**src/rtl/pipe_pkg.sv**
```systemverilog
// pipe_pkg: shared types and helpers for the pipeline register chain.
//   EXC_NONE  - exception code meaning "no exception"
//   TNEW_MAX  - largest Tnew representable in the default 2-bit field
//   slot_t    - fixed-width sideband of one slot (valid, regwrite, dst, pc, bd, exc).
//               The width-parameterised fields (tnew, payload) travel beside it in
//               pipe_slot, because a package typedef cannot follow module parameters.
//   sat_dec   - saturating decrement used for Tnew ageing (sat_dec(0) = 0)
//   merge_exc - earliest exception wins: an upstream code beats the feeding stage's code
package pipe_pkg;

  localparam logic [4:0] EXC_NONE = 5'd0;
  localparam int         TNEW_MAX = 3;

  typedef struct packed {
    logic        valid;
    logic        regwrite;
    logic [4:0]  dst;
    logic [31:0] pc;
    logic        bd;
    logic [4:0]  exc;
  } slot_t;

  function automatic int unsigned sat_dec(input int unsigned x);
    return (x == 32'd0) ? 32'd0 : x - 32'd1;
  endfunction

  function automatic logic [4:0] merge_exc(input logic [4:0] early, input logic [4:0] stage);
    return (early != EXC_NONE) ? early : stage;
  endfunction

endpackage

```
**src/rtl/pipe_slot.sv**
```systemverilog
// pipe_slot: one register slot of the pipeline chain.
// Ports:
//   clk, reset            rising-edge clock, asynchronous active-high reset
//   clear                 zero the whole slot (highest priority)
//   hold                  keep current contents
//   bubble                load a bubble: everything zero except pc/bd taken from src
//   src, src_tnew,        value presented by the previous slot (or the chain input);
//   src_payload           Tnew is aged by one cycle on load
//   q, q_tnew, q_payload  registered slot contents
module pipe_slot
  import pipe_pkg::*;
#(
  parameter int TNEW_W    = 2,
  parameter int PAYLOAD_W = 64
) (
  input  logic                 clk,
  input  logic                 reset,
  input  logic                 clear,
  input  logic                 hold,
  input  logic                 bubble,
  input  slot_t                src,
  input  logic [TNEW_W-1:0]    src_tnew,
  input  logic [PAYLOAD_W-1:0] src_payload,
  output slot_t                q,
  output logic [TNEW_W-1:0]    q_tnew,
  output logic [PAYLOAD_W-1:0] q_payload
);

  slot_t                ctrl_next_s;
  logic [TNEW_W-1:0]    tnew_next_s;
  logic [PAYLOAD_W-1:0] payload_next_s;

  // Next-slot select with priority clear > hold > bubble > load.
  always_comb begin
    ctrl_next_s    = q;
    tnew_next_s    = q_tnew;
    payload_next_s = q_payload;
    if (clear) begin
      ctrl_next_s    = '0;
      tnew_next_s    = '0;
      payload_next_s = '0;
    end else if (hold) begin
      ctrl_next_s    = q;
      tnew_next_s    = q_tnew;
      payload_next_s = q_payload;
    end else if (bubble) begin
      // pc/bd survive so CP0 records a correct EPC/BD if an interrupt lands on the bubble.
      ctrl_next_s     = '0;
      ctrl_next_s.pc  = src.pc;
      ctrl_next_s.bd  = src.bd;
      tnew_next_s     = '0;
      payload_next_s  = '0;
    end else begin
      ctrl_next_s    = src;
      tnew_next_s    = TNEW_W'(sat_dec(32'(src_tnew)));
      payload_next_s = src_payload;
    end
  end

  // Slot storage register.
  always_ff @(posedge clk or posedge reset) begin
    if (reset) begin
      q         <= '0;
      q_tnew    <= '0;
      q_payload <= '0;
    end else begin
      q         <= ctrl_next_s;
      q_tnew    <= tnew_next_s;
      q_payload <= payload_next_s;
    end
  end

endmodule

```
**src/rtl/pipe_stage_chain.sv**
```systemverilog
// pipe_stage_chain: DEPTH-slot register chain between two pipeline stages, carrying a
// payload plus hazard/exception sideband. Latency in->out is DEPTH cycles when not stalled.
// Ports:
//   clk, reset                 clock, asynchronous active-high reset (clears all slots)
//   req                        exception/interrupt: clear all slots (beats stall)
//   stall                      hold every slot
//   flush                      bubble into slot 0, later slots advance
//   in_*                       instruction entering slot 0; stage_exc_code merged into exc
//   out_*                      contents of the last slot (pure register reads)
//   hz_regwrite/hz_dst/hz_tnew per-slot hazard view, slot k at index k
//   perf_stall_cnt/perf_bubble_cnt  saturating event counters
// Build option: define STAGE_PERF_CNT_EN to include the performance counters; when it is
// undefined both counter ports are tied to zero.
module pipe_stage_chain
  import pipe_pkg::*;
#(
  parameter int DEPTH     = 1,
  parameter int PAYLOAD_W = 64,
  parameter int TNEW_W    = 2
) (
  input  logic                      clk,
  input  logic                      reset,
  input  logic                      req,
  input  logic                      stall,
  input  logic                      flush,
  input  logic                      in_valid,
  input  logic                      in_regwrite,
  input  logic [4:0]                in_dst,
  input  logic [TNEW_W-1:0]         in_tnew,
  input  logic [31:0]               in_pc,
  input  logic                      in_bd,
  input  logic [4:0]                in_exc_code,
  input  logic [4:0]                stage_exc_code,
  input  logic [PAYLOAD_W-1:0]      in_payload,
  output logic                      out_valid,
  output logic                      out_regwrite,
  output logic [4:0]                out_dst,
  output logic [TNEW_W-1:0]         out_tnew,
  output logic [31:0]               out_pc,
  output logic                      out_bd,
  output logic [4:0]                out_exc_code,
  output logic [PAYLOAD_W-1:0]      out_payload,
  output logic [DEPTH-1:0]          hz_regwrite,
  output logic [5*DEPTH-1:0]        hz_dst,
  output logic [TNEW_W*DEPTH-1:0]   hz_tnew,
  output logic [31:0]               perf_stall_cnt,
  output logic [31:0]               perf_bubble_cnt
);

  slot_t                slot_r    [DEPTH];
  logic [TNEW_W-1:0]    tnew_r    [DEPTH];
  logic [PAYLOAD_W-1:0] payload_r [DEPTH];
  slot_t                in_slot_s;

  // Pack the chain input into slot form with the exception codes merged.
  always_comb begin
    in_slot_s          = '0;
    in_slot_s.valid    = in_valid;
    in_slot_s.regwrite = in_regwrite;
    in_slot_s.dst      = in_dst;
    in_slot_s.pc       = in_pc;
    in_slot_s.bd       = in_bd;
    in_slot_s.exc      = merge_exc(in_exc_code, stage_exc_code);
  end

  for (genvar k = 0; k < DEPTH; k++) begin : g_slot
    slot_t                src_s;
    logic [TNEW_W-1:0]    src_tnew_s;
    logic [PAYLOAD_W-1:0] src_payload_s;
    logic                 bubble_s;

    if (k == 0) begin : g_head
      // A non-valid input is loaded exactly like a flush bubble.
      assign src_s         = in_slot_s;
      assign src_tnew_s    = in_tnew;
      assign src_payload_s = in_payload;
      assign bubble_s      = flush | ~in_valid;
    end else begin : g_tail
      assign src_s         = slot_r[k-1];
      assign src_tnew_s    = tnew_r[k-1];
      assign src_payload_s = payload_r[k-1];
      assign bubble_s      = 1'b0;
    end

    pipe_slot #(
      .TNEW_W   (TNEW_W),
      .PAYLOAD_W(PAYLOAD_W)
    ) u_slot (
      .clk        (clk),
      .reset      (reset),
      .clear      (req),
      .hold       (stall),
      .bubble     (bubble_s),
      .src        (src_s),
      .src_tnew   (src_tnew_s),
      .src_payload(src_payload_s),
      .q          (slot_r[k]),
      .q_tnew     (tnew_r[k]),
      .q_payload  (payload_r[k])
    );

    assign hz_regwrite[k]               = slot_r[k].valid & slot_r[k].regwrite;
    assign hz_dst[5*k +: 5]             = slot_r[k].dst;
    assign hz_tnew[TNEW_W*k +: TNEW_W]  = tnew_r[k];
  end

  assign out_valid    = slot_r[DEPTH-1].valid;
  assign out_regwrite = slot_r[DEPTH-1].regwrite;
  assign out_dst      = slot_r[DEPTH-1].dst;
  assign out_tnew     = tnew_r[DEPTH-1];
  assign out_pc       = slot_r[DEPTH-1].pc;
  assign out_bd       = slot_r[DEPTH-1].bd;
  assign out_exc_code = slot_r[DEPTH-1].exc;
  assign out_payload  = payload_r[DEPTH-1];

`ifdef STAGE_PERF_CNT_EN
  logic [31:0] stall_cnt_r;
  logic [31:0] bubble_cnt_r;

  // Saturating stall and bubble counters; only reset clears them.
  always_ff @(posedge clk or posedge reset) begin
    if (reset) begin
      stall_cnt_r  <= 32'd0;
      bubble_cnt_r <= 32'd0;
    end else begin
      if (stall && !req && (stall_cnt_r != 32'hFFFF_FFFF)) begin
        stall_cnt_r <= stall_cnt_r + 32'd1;
      end
      if (!req && !stall && (flush || !in_valid) && (bubble_cnt_r != 32'hFFFF_FFFF)) begin
        bubble_cnt_r <= bubble_cnt_r + 32'd1;
      end
    end
  end

  assign perf_stall_cnt  = stall_cnt_r;
  assign perf_bubble_cnt = bubble_cnt_r;
`else
  assign perf_stall_cnt  = 32'd0;
  assign perf_bubble_cnt = 32'd0;
`endif

endmodule

```
**config.mk**
```make
export PLATFORM = sky130hd
export DESIGN_NAME = pipe_stage_chain
export DESIGN_NICKNAME = d
export VERILOG_FILES = /design/src/rtl/pipe_pkg.sv /design/src/rtl/pipe_slot.sv /design/src/rtl/pipe_stage_chain.sv
export SDC_FILE = /design/constraint.sdc
export NUM_CORES = 1
export LEC_CHECK = 0
export BUFFER_PORTS_ARGS = -buffer_cell sky130_fd_sc_hd__buf_2
export CORE_ASPECT_RATIO = 0.6
export CORE_UTILIZATION = 35
export DETAILED_ROUTE_END_ITERATION = 7
export GPL_TIMING_DRIVEN = 0
export PLACE_DENSITY = 0.68
export SLEW_MARGIN = 5
export SYNTH_ARGS = -nofsm -noshare
export SYNTH_HDL_FRONTEND = slang
export SYNTH_SLANG_ARGS = --single-unit
```
**constraint.sdc**
```tcl
create_clock -name clk -period 10.35 [get_ports clk]
set_input_delay 1.035 -clock clk [delete_from_list [all_inputs] [get_ports clk]]
set_output_delay 1.035 -clock clk [all_outputs]
set_load 0.005 [all_outputs]
```
==> metrics.yaml <==
wl_per_cell_um: 15.1
path_cells: "buf_2 -> nor2b_1 -> buf_2 -> buf_1 -> a22o_1"
tightest_slew_ns: 0.648
grt_pass1_wl_um: 21000
antenna_cells: 0
cts_buffers: 9
clkLatencyLatePin_ns: 0.33
vias: 3835
die_x_um: 152
yosysSeqAreaShare_pct: 58.8
cts_resized: 0
worst-path-stages: 5
p_leak_uw: 0.00405
hold_path_startpoint: "g_slot[0].u_slot.q_payload[35]$_DFFE_PP0P_"
core_area_sq_um: 13000
cpPeakStageDelay_ns: 0.44
cp.buffers_inverters: 3
min_to: "g_slot[0].u_slot.q_payload[35]$_DFFE_PP0P_"
skew_ns: 0
ys_types: 24
postCtsSetupBuffers: 0
reg2reg_from: "g_slot[0].u_slot.q[4]$_DFFE_PP0P_"
cp_common_cell: "buf_2"
dieHeight_um: 92.0
syn_area_sq_um: 4720
arrival_ns: 2.46
drtAntennaViolNets: 0
clock_path_buffers: 2
fin_tns_setup_ns: 0
clock_sinks: 111
setup_viol: 0
row_count: 32
grt_setup_unrepaired: "no"
maxSlewHeadroom_pct: 56.8
r2r_cells: 2
worstPathRequired_ns: 10.62
cts-root-buf: "clkbuf_16"
port_buffers: 238
report.final.slew_viol_count: 0
crit_path_start_kind: "input pin"
holdBufCountCts: 0
vias_per_cell: 4.43
drtPass1Iterations: 6
gr-usage-all-layers_pct: 19.1
cp_slowest_cell: "buf_1"
yosysTopAreaCellShare_pct: 58.8
fmax_mhz: 457
routed_wl_um: 13100
path_class: "input pin to register"
synth_top_area_cell: "dfrtp_1"
hold_depth: 1
gp_congestion: 0.769
area_growth_pct: 42.2
violations: "design-rule violations"
first_iter_violations: 179
peakVddDrop_mv: 0.0769
fin_crit_sh_pct: 21.1
grt_max_degree: 64
initial_core_util_pct: 36.3
yosys-top-cells-area: "dfrtp_1, a22o_1, buf_4, mux2i_1, nor2_1"
worstPathMaxFanout: 10
r2r_end: "g_slot[0].u_slot.q[4]$_DFFE_PP0P_"
crit_family: "buffers and inverters"
ys_seq_elements: 111
finalNetCount: 811
grt_pass1_vias: 3864
layout-drive-gt1-share_pct: 49.6
endpoint_kind: "register"
die_area_sq_um: 14000
synth_warnings: 0
hpwl_um: 10400
antenna_found_initial: 0
run_status: "finished with violations"
hold_viol_final: 0
cts_tree: "done"
synth_cells: 377
avgSynthCellArea_sq_um: 12.5
r2r_slack_ns: 9.57
utilization_pct: 51.6
max_cap_viol_count: 0
hold_path_class: "register to register"
htreeDepth: 3
p_per_area_nw_per_um2: 140
clk_pin_slew_ns: 0.07
fin_crit_ns: 2.19
grt_overflow: 0
io_pins: 304
drc: 26
==> layer usage <==
metal	share of wire, %	vias to the layer above	track usage, %
met3	5.8	8	4.58
met4	0.79	0	4.34
met1	46	1873	26.7
li1	-	1821	-
met5	0	-	0
met2	47	133	30.0
==> stage by stage <==
step	std cells	power [uW]	instance area [sq um]	hold WS [ns]	worst slack, ns
4_1_cts	865	952	6720	0.506	8.20
5_1_grt	865	986	6720	0.520	8.04
3_5_place_dp	849	579	6390	0.487	7.83
2_1_floorplan	440	526	4960	0.488	6.38
3_3_place_gp	848	574	6360	0.483	5.25
6_report	865	940	6720	0.503	8.16
==> synthesized netlist by cell type, drive strengths merged <==
library cell / count
dfrtp: 111
nor4bb: 4
a22o: 70
and2: 1
nor3: 2
nand2: 5
o32ai: 4
nor2: 33
buf: 91
nor2b: 1
a21o: 1
nor4: 1
nor4b: 1
o21ai: 1
nand3: 1
mux2i: 33
a21oi: 4
conb: 1
a22oi: 1
inv: 5
a32o: 1
clkbuf: 5
==> worst register-to-register path, cell delays in order (launching register included) <==
cell     delay, ns
dfrtp_1       0.38
a21oi_1       0.16
o32ai_1       0.11
==> registers in the layout, summed over array words and instances, names as in the netlist <==
| signal | cells |
|---|---|
| g_slot.u_slot.q_tnew | 2 |
| g_slot.u_slot.q_payload | 64 |
| g_slot.u_slot.q | 45 |
==> cell usage in the layout (no fill, tap or decap), drive strengths merged <==
master,count
inv,8
and2,1
clkinv,1
a21o,1
a21oi,4
o32ai,4
clkbuf,16
o21ai,1
nor4b,1
a22oi,1
nor2b,1
mux2i,33
a22o,70
a32o,1
conb,64
nand3,1
nor2,33
nor4bb,4
buf,330
nor4,1
bufinv,1
dfrtp,111
nand2,5
nor3,2
==> where the power goes <==
group | internal [uW] | switching (uW)
clock network | 207 | 162
registers | 448 | 8.10
logic | 58.8 | 56.4
==> worst max path at each step <==
stage,startpoint,endpoint
3_3_place_gp,reset,g_slot[0].u_slot.q_payload[47]$_DFFE_PP0P_
5_1_grt,stall,g_slot[0].u_slot.q_payload[52]$_DFFE_PP0P_
3_5_place_dp,stall,g_slot[0].u_slot.q_payload[47]$_DFFE_PP0P_
6_report,stall,g_slot[0].u_slot.q_payload[52]$_DFFE_PP0P_
4_1_cts,stall,g_slot[0].u_slot.q_payload[52]$_DFFE_PP0P_
2_1_floorplan,reset,g_slot[0].u_slot.q[0]$_DFFE_PP0P_
==> kinds of logic after synthesis <==
group / Yosys count / share of synthesized area [%]
buffers and inverters: 101 / 14.3
other: 1 / 0.0794
multiplexers: 33 / 6.99
AO/OA/AOI/OAI: 82 / 14.8
AND/OR/NAND/NOR: 49 / 5.08
flip-flops: 111 / 58.8
==> final cells by class <==
| type | count | area, sq um |
|---|---|---|
| Fill cell | 1212 | 6290 |
| Sequential cell | 111 | 2780 |
| Multi-Input combinational cell | 228 | 1510 |
| Timing Repair Buffer | 239 | 1220 |
| Buffer | 96 | 656 |
| Clock buffer | 11 | 253 |
| Tap cell | 170 | 213 |
| Clock inverter | 5 | 72.6 |
| Inverter | 5 | 21.3 |
(Power assumes the default switching activity.)
